$ cat config.mk
export PLATFORM = sky130hd
export DESIGN_NAME = iagc_cmd_framer_flat
export DESIGN_NICKNAME = d
export VERILOG_FILES = /design/src/rtl/iagc_cmd_framer_pkg.sv /design/src/rtl/iagc_cmd_framer_if.sv /design/src/rtl/iagc_cmd_framer_timeout_counter.sv /design/src/rtl/iagc_cmd_framer.sv /design/src/flat_wrapper.sv
export SDC_FILE = /design/constraint.sdc
export NUM_CORES = 1
export LEC_CHECK = 0
export CAP_MARGIN = 20
export CORE_ASPECT_RATIO = 1.25
export CORE_MARGIN = 3
export CORE_UTILIZATION = 30
export CTS_BUF_LIST = sky130_fd_sc_hd__clkbuf_4 sky130_fd_sc_hd__clkbuf_8
export CTS_CLUSTER_SIZE = 24
export DETAILED_ROUTE_END_ITERATION = 6
export DONT_BUFFER_PORTS = 1
export HOLD_SLACK_MARGIN = 0.02
export MAX_ROUTING_LAYER = met4
export PLACE_DENSITY = 0.47
export SLEW_MARGIN = 40
export SYNTH_ARGS = -nofsm -noshare
export SYNTH_HDL_FRONTEND = slang
export SYNTH_HIERARCHICAL = 1
export SYNTH_SLANG_ARGS = --single-unit
$ cat constraint.sdc
create_clock -name i_clock -period 2.3 [get_ports i_clock]
set_input_delay 0.115 -clock i_clock [delete_from_list [all_inputs] [get_ports i_clock]]
set_output_delay 0.115 -clock i_clock [all_outputs]
set_load 0.005 [all_outputs]
$ cat src/rtl/iagc_cmd_framer_pkg.sv
// Shared definitions for the IAGC command path: framer states, sync marker
// and the operation codes understood by the control FSM.
package iagc_cmd_pkg;

  typedef enum logic [1:0] {
    WAIT_SYNC = 2'd0,
    WAIT_CMD  = 2'd1,
    WAIT_CHK  = 2'd2,
    PENDING   = 2'd3
  } framer_state_e;

  localparam logic [7:0] SYNC_BYTE_DEFAULT = 8'hA5;

  typedef enum logic [3:0] {
    CMD_EMPTY     = 4'd0,
    CMD_START     = 4'd1,
    CMD_STOP      = 4'd2,
    CMD_SET_GAIN  = 4'd3,
    CMD_SET_REF   = 4'd4,
    CMD_RESET_ACC = 4'd5,
    CMD_STATUS    = 4'd6,
    CMD_DUMP      = 4'd7,
    CMD_HALT      = 4'd8
  } cmd_op_e;

endpackage

$ cat src/rtl/iagc_cmd_framer_if.sv
// Byte-in / command-out bundle between UART RX, framer and control FSM.
// master = framer side, slave = the UART RX / control FSM side.
interface iagc_cmd_framer_if #(
  parameter int DATA_SIZE      = 8,
  parameter int CMD_PARAM_SIZE = 4
);
  logic [DATA_SIZE-1:0]      i_rx_data;
  logic                      i_rx_valid;
  logic                      i_cmd_ready;
  logic                      o_cmd_valid;
  logic [CMD_PARAM_SIZE-1:0] o_cmd_operation;
  logic [CMD_PARAM_SIZE-1:0] o_cmd_parameter;
  logic                      o_frame_error;
  logic                      o_overrun;
  logic [7:0]                o_error_count;

  modport master (
    input  i_rx_data, i_rx_valid, i_cmd_ready,
    output o_cmd_valid, o_cmd_operation, o_cmd_parameter,
    output o_frame_error, o_overrun, o_error_count
  );

  modport slave (
    output i_rx_data, i_rx_valid, i_cmd_ready,
    input  o_cmd_valid, o_cmd_operation, o_cmd_parameter,
    input  o_frame_error, o_overrun, o_error_count
  );
endinterface

$ cat src/rtl/iagc_cmd_framer_timeout_counter.sv
// Idle-cycle watchdog: counts enabled cycles and flags the one where the
// count has reached TIMEOUT_CYCLES-1; clear restarts from zero.
module iagc_timeout_counter #(
  parameter int TIMEOUT_CYCLES = 1000000,
  parameter int TIMEOUT_SIZE   = 20
) (
  input  logic i_clock,
  input  logic i_reset,
  input  logic i_clear,
  input  logic i_enable,
  output logic o_expired
);
  localparam logic [TIMEOUT_SIZE-1:0] LAST = TIMEOUT_SIZE'(TIMEOUT_CYCLES - 1);

  logic [TIMEOUT_SIZE-1:0] count_q, count_d;

  assign o_expired = i_enable && !i_clear && (count_q == LAST);

  always_comb begin
    count_d = count_q;
    if (i_clear || o_expired) begin
      count_d = '0;
    end else if (i_enable) begin
      count_d = count_q + 1'b1;
    end
  end

  always_ff @(posedge i_clock or negedge i_reset) begin
    if (!i_reset) begin
      count_q <= '0;
    end else begin
      count_q <= count_d;
    end
  end
endmodule

$ cat src/rtl/iagc_cmd_framer.sv
// Frames sync/command/checksum bytes from the UART into held commands.
// Optional saturating error counter enabled by IAGC_CMD_FRAMER_ERR_CNT_EN.
module iagc_cmd_framer
  import iagc_cmd_pkg::*;
#(
  parameter int                   DATA_SIZE      = 8,
  parameter int                   CMD_PARAM_SIZE = 4,
  parameter logic [DATA_SIZE-1:0] SYNC_BYTE      = SYNC_BYTE_DEFAULT,
  parameter int                   TIMEOUT_CYCLES = 1000000,
  parameter int                   TIMEOUT_SIZE   = 20
) (
  input  logic               i_clock,
  input  logic               i_reset,
  iagc_cmd_framer_if.master  bus
);
  framer_state_e             state_q;
  logic [DATA_SIZE-1:0]      cmd_byte_q;
  logic [CMD_PARAM_SIZE-1:0] operation_q;
  logic [CMD_PARAM_SIZE-1:0] parameter_q;
  logic                      cmd_valid_q;
  logic                      frame_error_q;
  logic                      overrun_q;

  logic in_frame;
  logic tmo_clear;
  logic tmo_expired;
  logic checksum_ok;
  logic frame_error_d;
  logic overrun_d;

  assign in_frame    = (state_q == WAIT_CMD) || (state_q == WAIT_CHK);
  assign tmo_clear   = bus.i_rx_valid || !in_frame;
  assign checksum_ok = (bus.i_rx_data == (SYNC_BYTE ^ cmd_byte_q));

  iagc_timeout_counter #(
    .TIMEOUT_CYCLES (TIMEOUT_CYCLES),
    .TIMEOUT_SIZE   (TIMEOUT_SIZE)
  ) u_timeout (
    .i_clock   (i_clock),
    .i_reset   (i_reset),
    .i_clear   (tmo_clear),
    .i_enable  (in_frame),
    .o_expired (tmo_expired)
  );

  // Expiry is already masked by an arriving byte, so the byte always wins.
  always_comb begin
    frame_error_d = 1'b0;
    overrun_d     = 1'b0;
    if (state_q == WAIT_CHK && bus.i_rx_valid && !checksum_ok) begin
      frame_error_d = 1'b1;
    end
    if (tmo_expired) begin
      frame_error_d = 1'b1;
    end
    if (state_q == PENDING && bus.i_rx_valid) begin
      overrun_d = 1'b1;
    end
  end

  always_ff @(posedge i_clock or negedge i_reset) begin
    if (!i_reset) begin
      state_q       <= WAIT_SYNC;
      cmd_byte_q    <= '0;
      operation_q   <= CMD_PARAM_SIZE'(CMD_EMPTY);
      parameter_q   <= '0;
      cmd_valid_q   <= 1'b0;
      frame_error_q <= 1'b0;
      overrun_q     <= 1'b0;
    end else begin
      frame_error_q <= frame_error_d;
      overrun_q     <= overrun_d;
      case (state_q)
        WAIT_SYNC: begin
          if (bus.i_rx_valid && bus.i_rx_data == SYNC_BYTE) begin
            state_q <= WAIT_CMD;
          end
        end
        WAIT_CMD: begin
          if (bus.i_rx_valid) begin
            cmd_byte_q <= bus.i_rx_data;
            state_q    <= WAIT_CHK;
          end else if (tmo_expired) begin
            state_q <= WAIT_SYNC;
          end
        end
        WAIT_CHK: begin
          if (bus.i_rx_valid) begin
            if (checksum_ok) begin
              operation_q <= cmd_byte_q[DATA_SIZE-1 -: CMD_PARAM_SIZE];
              parameter_q <= cmd_byte_q[CMD_PARAM_SIZE-1:0];
              cmd_valid_q <= 1'b1;
              state_q     <= PENDING;
            end else begin
              state_q <= WAIT_SYNC;
            end
          end else if (tmo_expired) begin
            state_q <= WAIT_SYNC;
          end
        end
        PENDING: begin
          // Fields stay put after the handshake; the FSM samples them later.
          if (bus.i_cmd_ready) begin
            cmd_valid_q <= 1'b0;
            state_q     <= WAIT_SYNC;
          end
        end
        default: state_q <= WAIT_SYNC;
      endcase
    end
  end

  assign bus.o_cmd_valid     = cmd_valid_q;
  assign bus.o_cmd_operation = operation_q;
  assign bus.o_cmd_parameter = parameter_q;
  assign bus.o_frame_error   = frame_error_q;
  assign bus.o_overrun       = overrun_q;

`ifdef IAGC_CMD_FRAMER_ERR_CNT_EN
  logic [7:0] err_cnt_q;

  always_ff @(posedge i_clock or negedge i_reset) begin
    if (!i_reset) begin
      err_cnt_q <= 8'h00;
    end else if ((frame_error_d || overrun_d) && err_cnt_q != 8'hFF) begin
      err_cnt_q <= err_cnt_q + 8'h01;
    end
  end

  assign bus.o_error_count = err_cnt_q;
`else
  assign bus.o_error_count = 8'h00;
`endif

endmodule

$ cat src/flat_wrapper.sv
// flat-port wrapper written by rule: the top's interface ports become plain ports
module iagc_cmd_framer_flat import iagc_cmd_pkg::*;
#(
  parameter int                   DATA_SIZE      = 8,
  parameter int                   CMD_PARAM_SIZE = 4,
  parameter logic [DATA_SIZE-1:0] SYNC_BYTE      = SYNC_BYTE_DEFAULT,
  parameter int                   TIMEOUT_CYCLES = 1000000,
  parameter int                   TIMEOUT_SIZE   = 20
)
  (i_clock, i_reset, bus_i_rx_data, bus_i_rx_valid, bus_i_cmd_ready, bus_o_cmd_valid, bus_o_cmd_operation, bus_o_cmd_parameter, bus_o_frame_error, bus_o_overrun, bus_o_error_count);
  iagc_cmd_framer_if #(.DATA_SIZE(DATA_SIZE), .CMD_PARAM_SIZE(CMD_PARAM_SIZE)) bus_i ();
  input  logic i_clock;
  input  logic i_reset;
  input wire logic [$bits(bus_i.i_rx_data)-1:0] bus_i_rx_data;
  input wire logic [$bits(bus_i.i_rx_valid)-1:0] bus_i_rx_valid;
  input wire logic [$bits(bus_i.i_cmd_ready)-1:0] bus_i_cmd_ready;
  output wire logic [$bits(bus_i.o_cmd_valid)-1:0] bus_o_cmd_valid;
  output wire logic [$bits(bus_i.o_cmd_operation)-1:0] bus_o_cmd_operation;
  output wire logic [$bits(bus_i.o_cmd_parameter)-1:0] bus_o_cmd_parameter;
  output wire logic [$bits(bus_i.o_frame_error)-1:0] bus_o_frame_error;
  output wire logic [$bits(bus_i.o_overrun)-1:0] bus_o_overrun;
  output wire logic [$bits(bus_i.o_error_count)-1:0] bus_o_error_count;
  assign bus_i.i_rx_data = bus_i_rx_data;
  assign bus_i.i_rx_valid = bus_i_rx_valid;
  assign bus_i.i_cmd_ready = bus_i_cmd_ready;
  assign bus_o_cmd_valid = bus_i.o_cmd_valid;
  assign bus_o_cmd_operation = bus_i.o_cmd_operation;
  assign bus_o_cmd_parameter = bus_i.o_cmd_parameter;
  assign bus_o_frame_error = bus_i.o_frame_error;
  assign bus_o_overrun = bus_i.o_overrun;
  assign bus_o_error_count = bus_i.o_error_count;
  iagc_cmd_framer #(.DATA_SIZE(DATA_SIZE), .CMD_PARAM_SIZE(CMD_PARAM_SIZE), .SYNC_BYTE(SYNC_BYTE), .TIMEOUT_CYCLES(TIMEOUT_CYCLES), .TIMEOUT_SIZE(TIMEOUT_SIZE)) u_core (.i_clock(i_clock), .i_reset(i_reset), .bus(bus_i));
endmodule
**Yosys cells after proc, flatten, opt, wreduce, memory -nomap -nowiden**

Cells that the tools add are included.

- Flip-flop bits (word level): 41
- Bits of input ports: 12
- Logic and storage cells: 55

- $add $sub $neg: 1
- Eq/ne operators: 10
- Mux-type cells: 16
- Bitwise gates (word level): 1
- Reductions and logical operators: 19

Operators with widths:

| kind | count |
|---|---|
| 2-to-1 mux 20 bit | 2 |
| adder 20 x 1 -> 20 bit, second input constant | 1 |
| == test 20 bit, second input constant | 1 |
| 2-to-1 mux 2 bit | 6 |
| == test 8 bit | 1 |
| == test 8 bit, second input constant | 1 |
| one-hot mux 2 bit (4 select lines) | 1 |
| logical AND 1 bit | 6 |
| 2-to-1 mux 1 bit | 6 |
| == test 2 bit, second input constant | 2 |
| != test 2 x 1 -> 1 bit, second input constant | 2 |
| != test 2 bit, second input constant | 2 |
| NOT 4 bit | 1 |
| AND reduction 2 bit | 2 |
| AND reduction 4 bit | 1 |
| nonzero test 2 bit | 2 |
| logical NOT 1 bit | 3 |
| logical OR 1 bit | 3 |
| AND reduction 3 bit | 1 |
| == test 2 x 1 -> 1 bit, second input constant | 1 |
| logical NOT 2 bit | 1 |
| one-hot mux 1 bit (2 select lines) | 1 |

**Longest topological paths before layout**

Gate-level depths: netlist of run 1.

- Depth in word-level cells: 10
- Depth in mapped cells: 10

**Cells and area by module**

The synthesis of run 1 kept the hierarchy.

By module, submodules not included:

| module | times used | cells each | area an instance (um^2) | seq. area each (um^2) |
|---|---|---|---|---|
| iagc_cmd_framer | 1 | 97 | 1153.6 | 525.5 |
| iagc_timeout_counter | 1 | 110 | 1046.0 | 500.5 |

**Least setup slack after synthesis of run 1**

No wires, ideal clock.

- Path type: register to register
- Start point: register u_core.state_q[1]
- End point: register u_core.u_timeout.count_q[18]
- Setup time: 0.078 ns
- Arrival: 2.166 ns
- Required time: 2.222 ns
- Slack: 0.056 ns
- Stages on the path, launching flop included: 8
- Buffers on the path: 1
- Clock period less this slack: 2.244 ns
- Path through: dfrtp_1 -> inv_1 -> ha_1 -> buf_4 -> nand4_2 -> or4_4 -> or4_1 -> a21oi_1

- Longest elaborated chain between the ends: 9
- Elaborated cells on any way between the ends: 11
- Those cells by class: eq/ne: 2; mux: 1; reduce/logical: 8

RTL lines:

| what | RTL line | source |
|---|---|---|
| from (decl) | iagc_cmd_framer.sv:16 | `framer_state_e state_q;` |
| from (signal assigned) | iagc_cmd_framer.sv:63 | `state_q <= WAIT_SYNC;` |
| from (signal assigned) | iagc_cmd_framer.sv:76 | `state_q <= WAIT_CMD;` |
| from (signal assigned) | iagc_cmd_framer.sv:82 | `state_q <= WAIT_CHK;` |
| == test 2 x 1 -> 1 bit or == test 2 bit (tied branches) | iagc_cmd_framer.sv:31 | `assign in_frame = (state_q == WAIT_CMD) \|\| (state_q == WAIT_CHK);` |
| logical OR 1 bit * | iagc_cmd_framer.sv:31 |  |
| named net u_core.in_frame | iagc_cmd_framer.sv:24 | `logic in_frame;` |
| logical NOT 1 bit | iagc_cmd_framer.sv:32 | `assign tmo_clear = bus.i_rx_valid \|\| !in_frame;` |
| logical OR 1 bit | iagc_cmd_framer.sv:32 |  |
| logical NOT 1 bit | iagc_cmd_framer_timeout_counter.sv:17 | `assign o_expired = i_enable && !i_clear && (count_q == LAST);` |
| logical AND 1 bit (2 in a row) | iagc_cmd_framer_timeout_counter.sv:17 |  |
| logical OR 1 bit | iagc_cmd_framer_timeout_counter.sv:21 | `if (i_clear \|\| o_expired) begin` |
| 2-to-1 mux 20 bit or nonzero test 2 bit (tied branches) | - |  |
| to (signal assigned) | iagc_cmd_framer_timeout_counter.sv:32 | `count_q <= count_d;` |
| to (decl) | iagc_cmd_framer_timeout_counter.sv:15 | `logic [TIMEOUT_SIZE-1:0] count_q, count_d;` |

The timed path passes the listed nets; every way through them passes the cells marked *.
A chain may end at the register's enable or synchronous reset.

**Worst setup path in the final report of run 1**

Ends and elaborated chain as after synthesis.

==> out/results.tsv, run 1 <==
metric	value	unit
max-cap-violations	0	
period_needed	2.17	ns
start_util	31.1	%
hold_violations	0	
fmax	462	MHz
synth_cells	207	
dr.pass1.iters	4	
hpwl	3.22	mm
finalCritPeriodShare	94.1	%
nFillCells	729	
use_met3	2.85	%
die_w	82.6	um
die_height	102	um
hold_class	in2reg	
post_cts_buffers	0	
drive_above_1_share	18.4	%
cts.clk_slew.worst_paths	0.09	ns
cts_buffer_depth	2	
p_int	1.44	mW
mostFrequentLayoutCells	dfrtp_1 (41), nor2_1 (18), mux2_2 (16)	
ios	31	
port_buffers	0	
antenna_found_initial	0	
grt_pass1_vias	1533	
yosys_warnings	6	
gp_congestion	0.797	
drv_slew	0	
cts_tree	yes	
cts_root_buf	clkbuf_8	
setup_tns	0	ns
status	finished, final reports clean	
swShare	31.5	%
cp_data_arrival_time	2.39	ns
cts_num_sinks	41	
core_area	7060	um^2
rows	34	
drtIter0Drc	51	
ys_seq_area_share	46.6	%
wire_per_inst	14.2	um
busiest_layer	met2	
clock_latency	0.30	ns
h-tree-depth	2	
grt.met2_usage	18.7	%
syn_area	2200	um^2
power_density	824	nW/um^2
track_usage	11.9	%
overflow	0	
worst-path-max-fanout	6	
area_growth	15.9	%
cp-start-kind	flop	
p_switching	661	uW
fin_area	2550	um^2
power_frac_comb	27.5	%
drc	0	
met1_usage	14.8	%
critPathRequiredTime	2.53	ns
final_common_cell	dfrtp_1	
dieArea	8400	um^2
rrSetupSlack	0.13	ns
critPathCaptureType	flop	
path_class	reg2reg	
numCtsBuffers	5	
setup_viol	0	
fin_worst_skew	0.0104	ns
synth-seq-cells	41	
ir_drop	0.315	mV
grt_pass1_wl	7.49	mm
p_leak	1.06	nW
total_power	2.10	mW
grt_max_degree	42	
avgSynthCellArea	10.6	um^2
drtAntennaViolNets	0	
power_frac_clock	28.7	%
routed_wirelength	4.50	mm
viasPerCell	4.91	
dr_total_vias	1560	
place_area	2310	um^2
grt_setup_unrepaired	false	
seqPwrFrac	43.8	%
synth_cell_type_count	39	
fin_nets	245	
antenna_cells	0	
-- registers in the layout, summed over array words and instances (netlist names) --
name / cells
u_core/u_timeout/count_q: 20
u_core/cmd_byte_q: 8
u_core/bus.o_cmd_operation: 4
u_core/bus.o_cmd_parameter: 4
u_core/state_q: 2
u_core/bus.o_cmd_valid: 1
u_core/bus.o_frame_error: 1
u_core/bus.o_overrun: 1
-- Yosys cell counts, drive strengths merged --
| cell type | count | share of area (%) |
|---|---|---|
| xor2 | 7 | 2.8 |
| nor3 | 6 | 1.9 |
| mux2 | 16 | 8.2 |
| clkbuf | 2 | 0.34 |
| o41a | 1 | 0.51 |
| nand2 | 12 | 2.0 |
| a41oi | 1 | 0.40 |
| and2 | 1 | 0.28 |
| a41o | 1 | 0.46 |
| inv | 6 | 1.0 |
| xnor2 | 13 | 5.2 |
| or4 | 6 | 2.2 |
| a21oi | 9 | 2.0 |
| nand4 | 8 | 3.1 |
| conb | 1 | 0.17 |
| mux2i | 1 | 0.46 |
| nand2b | 4 | 1.1 |
| nand3 | 7 | 1.8 |
| and4 | 4 | 1.6 |
| buf | 11 | 3.8 |
| nand4bb | 1 | 0.51 |
| dfrtp | 41 | 47 |
| nor2 | 18 | 3.1 |
| nor2b | 1 | 0.28 |
| nor4b | 1 | 0.40 |
| ha | 6 | 3.4 |
| o211ai | 1 | 0.34 |
| nor4 | 1 | 0.28 |
| o21ai | 9 | 2.0 |
| o31ai | 4 | 1.4 |
| o41ai | 1 | 0.40 |
| or3 | 6 | 1.7 |
-- power by group through the flow --
stage          clock network (mW)  logic [mW]  registers (mW)
2_1_floorplan                   0       0.430           0.919
3_3_place_gp                    0       0.547           0.935
3_5_place_dp                    0       0.547           0.937
4_1_cts                     0.621       0.587           0.921
5_1_grt                     0.649       0.652           0.938
6_report                    0.601       0.578           0.919
-- timing repair --
item,CTS,global route
gates resized for setup,0,2
setup endpoints to repair,0,4
hold buffers,11,0
hold endpoints to repair,50,0
-- worst paths after layout --
kind	cells after the start	end	from
setup / recovery	6	u_core/u_timeout/count_q[18]	u_core/state_q[1]
hold / removal	3	u_core/bus.o_cmd_valid	bus_i_cmd_ready
setup reg to reg	6	u_core/u_timeout/count_q[18]	u_core/state_q[1]
hold reg to reg	1	u_core/bus.o_cmd_operation[0]	u_core/bus.o_cmd_operation[0]
max in group asynchronous	2	u_core/u_timeout/count_q[9]	i_reset
min in group asynchronous	2	u_core/bus.o_cmd_operation[0]	i_reset
-- layer usage --
layer	routed length, um	vias up
li1	-	760
met1	2030	763
met2	2210	31
met3	178	6
met4	85	0
met5	0	-
-- critical path: stages, from the launching register on --
cell and delay, ns:
dfrtp_1 0.35, inv_1 0.07, ha_2 0.38, nand4_2 0.14
or4_4 0.53, or4_1 0.48, a21oi_1 0.14
-- stage by stage --
stage / util, % / instances / hold WS (ns) / setup WS [ns]
finish: 36.1 / 318 / 0.0437 / 0.135
global route: 36.1 / 318 / 0.0876 / 0.0165
CTS: 36.0 / 318 / 0.0314 / 0.0416
detailed placement: 32.7 / 299 / -0.179 / 0.0492
global placement: 32.7 / 299 / -0.180 / 0.133
floorplan: - / 214 / -0.181 / 0.0556
-- cell type report --
cell class / count / area [um^2] / area share (%)
repair buffers: 19 / 180 / 7.07
multi-input cells: 154 / 1090 / 42.9
flip-flops and latches: 41 / 1030 / 40.3
clock inverters: 3 / 46.3 / 1.82
inverters: 6 / 22.5 / 0.884
clock buffers: 5 / 68.8 / 2.70
well taps: 90 / 113 / 4.42
-- cell families after synthesis --
| logic type | after synthesis | share of synthesized area (%) |
|---|---|---|
| AND/OR/NAND/NOR | 76 | 20.4 |
| flip-flops | 41 | 46.6 |
| AO/OA/AOI/OAI | 27 | 7.57 |
| XOR/XNOR | 20 | 7.96 |
| buffers and inverters | 19 | 5.18 |
| multiplexers | 17 | 8.65 |
| adder cells (fa/ha/maj) | 6 | 3.41 |
| other | 1 | 0.170 |
Power figures use the tool's default switching activity.
==> run 2, diff against run 1 <==
SETUP_SLACK_MARGIN = 0.2   (was unset)
==> out/results.tsv, run 2 (synthesized netlist as in run 1, its figures left out) <==
metric	value	unit
finalWorstSetupSlack	0.192	ns
final_common_cell	dfrtp_1	
overflow	0	
reg.largest.list	u_core/u_timeout/count_q x20, u_core/cmd_byte_q x8	
drive_above_1_share	20.6	%
regMostFlops	u_core/u_timeout/count_q	
gp_congestion	0.798	
critPathCaptureType	flop	
grt_setup_unrepaired	true	
drtAntennaViolNets	0	
die_height	102	um
finalCritPeriodShare	91.7	%
cts_buffer_depth	2	
path_class	reg2reg	
status	finished, final reports clean	
drv_slew	0	
hold_class	in2reg	
largest_register_ffs	20	
area_growth	19.2	%
grt_max_degree	42	
cp_data_arrival_time	2.34	ns
die_w	82.6	um
grt_pass1_vias	1533	
routed_wirelength	4.70	mm
drtIter0Drc	30	
fin_nets	245	
worst-path-max-fanout	6	
power_density	862	nW/um^2
wire_per_inst	14.8	um
fin_worst_skew	0.0128	ns
port_buffers	0	
h-tree-depth	2	
nFillCells	720	
dr.pass1.iters	4	
dp_slack	0.104	ns
start_util	31.1	%
cts_tree	yes	
cts_num_sinks	41	
track_usage	11.8	%
ios	31	
cts.clk_slew.worst_paths	0.09	ns
clock_latency	0.30	ns
ir_drop	0.312	mV
numCtsBuffers	5	
rows	34	
antenna_cells	0	
hold_ws	0.0415	ns
setup_tns	0	ns
hpwl	3.19	mm
setup_viol	0	
cts_root_buf	clkbuf_8	
dr_total_vias	1562	
hold_violations	0	
mostFrequentLayoutCells	dfrtp_1 (41), nor2_1 (17), mux2_2 (16)	
max-cap-violations	0	
p_leak	1.09	nW
drc	0	
antenna_found_initial	0	
critPathRequiredTime	2.53	ns
period_needed	2.11	ns
cp-start-kind	flop	
viasPerCell	4.91	
dieArea	8400	um^2
grt_pass1_wl	7.39	mm
core_area	7060	um^2
fmax	474	MHz
run 2: worst max-delay path: stages (launching register included):
cell and delay, ns:
dfrtp_1 0.39, inv_2 0.07, ha_4 0.30, nand4_4 0.11, or4_4 0.53, or4_1 0.49
a21oi_1 0.15
run 2: timing repair:
action                                  in CTS  in global routing
cloned                                       0                  1
endpoints found under the setup margin       5                  4
resized for setup                            1                  2
pin swaps                                    1                  1
hold buffers                                11                  0
endpoints found under the hold margin       50                  0
setup buffers                                3                  1
run 2: worst paths after layout:
kind	start	to	slack (ns)	depth (start not counted)
worst min-delay path	bus_i_cmd_ready	u_core/bus.o_cmd_valid	0.04	3
worst min register to register	u_core/bus.o_cmd_parameter[1]	u_core/bus.o_cmd_parameter[1]	0.54	1
max in group asynchronous	i_reset	u_core/u_timeout/count_q[1]	1.78	2
min in group asynchronous	i_reset	u_core/bus.o_cmd_parameter[2]	0.31	2
worst max register to register	u_core/state_q[0]	u_core/u_timeout/count_q[18]	0.19	6
worst max-delay path	u_core/state_q[0]	u_core/u_timeout/count_q[18]	0.19	6
run 2: area by class of cell:
class                           instances  area, um^2  share of cell area (%)
Inverter                                6        22.5                   0.859
Clock inverter                          3        68.8                    2.62
Timing Repair Buffer                   18         180                    6.87
Multi-Input combinational cell        155        1140                    43.6
Tap cell                               90         113                    4.29
Sequential cell                        41        1030                    39.1
Clock buffer                            5        68.8                    2.62
run 2: stage by stage:
stage / area, um^2 / std cells / utilization, % / power (mW)
after floorplan: 2270 / 214 / - / 1.38
after global placement: 2300 / 294 / 32.6 / 1.49
after detailed placement: 2300 / 294 / 32.6 / 1.49
after CTS: 2600 / 316 / 36.8 / 2.30
after global routing: 2620 / 318 / 37.1 / 2.40
final: 2620 / 318 / 37.1 / 2.26
run 2: layer usage:
| layer | GRT usage, % | wire [um] |
|---|---|---|
| met1 | 14.1 | 1960 |
| met2 | 18.8 | 2380 |
| met3 | 3.29 | 217 |
| met4 | 4.28 | 143 |
| met5 | - | 0 |
run 2: report_power, final:
group	internal [mW]	switching [mW]	total [mW]	leakage (nW)
clock network	0.437	0.270	0.707	0.0687
registers	0.829	0.0978	0.926	0.552
logic	0.309	0.318	0.626	0.471
total	1.57	0.685	2.26	1.09
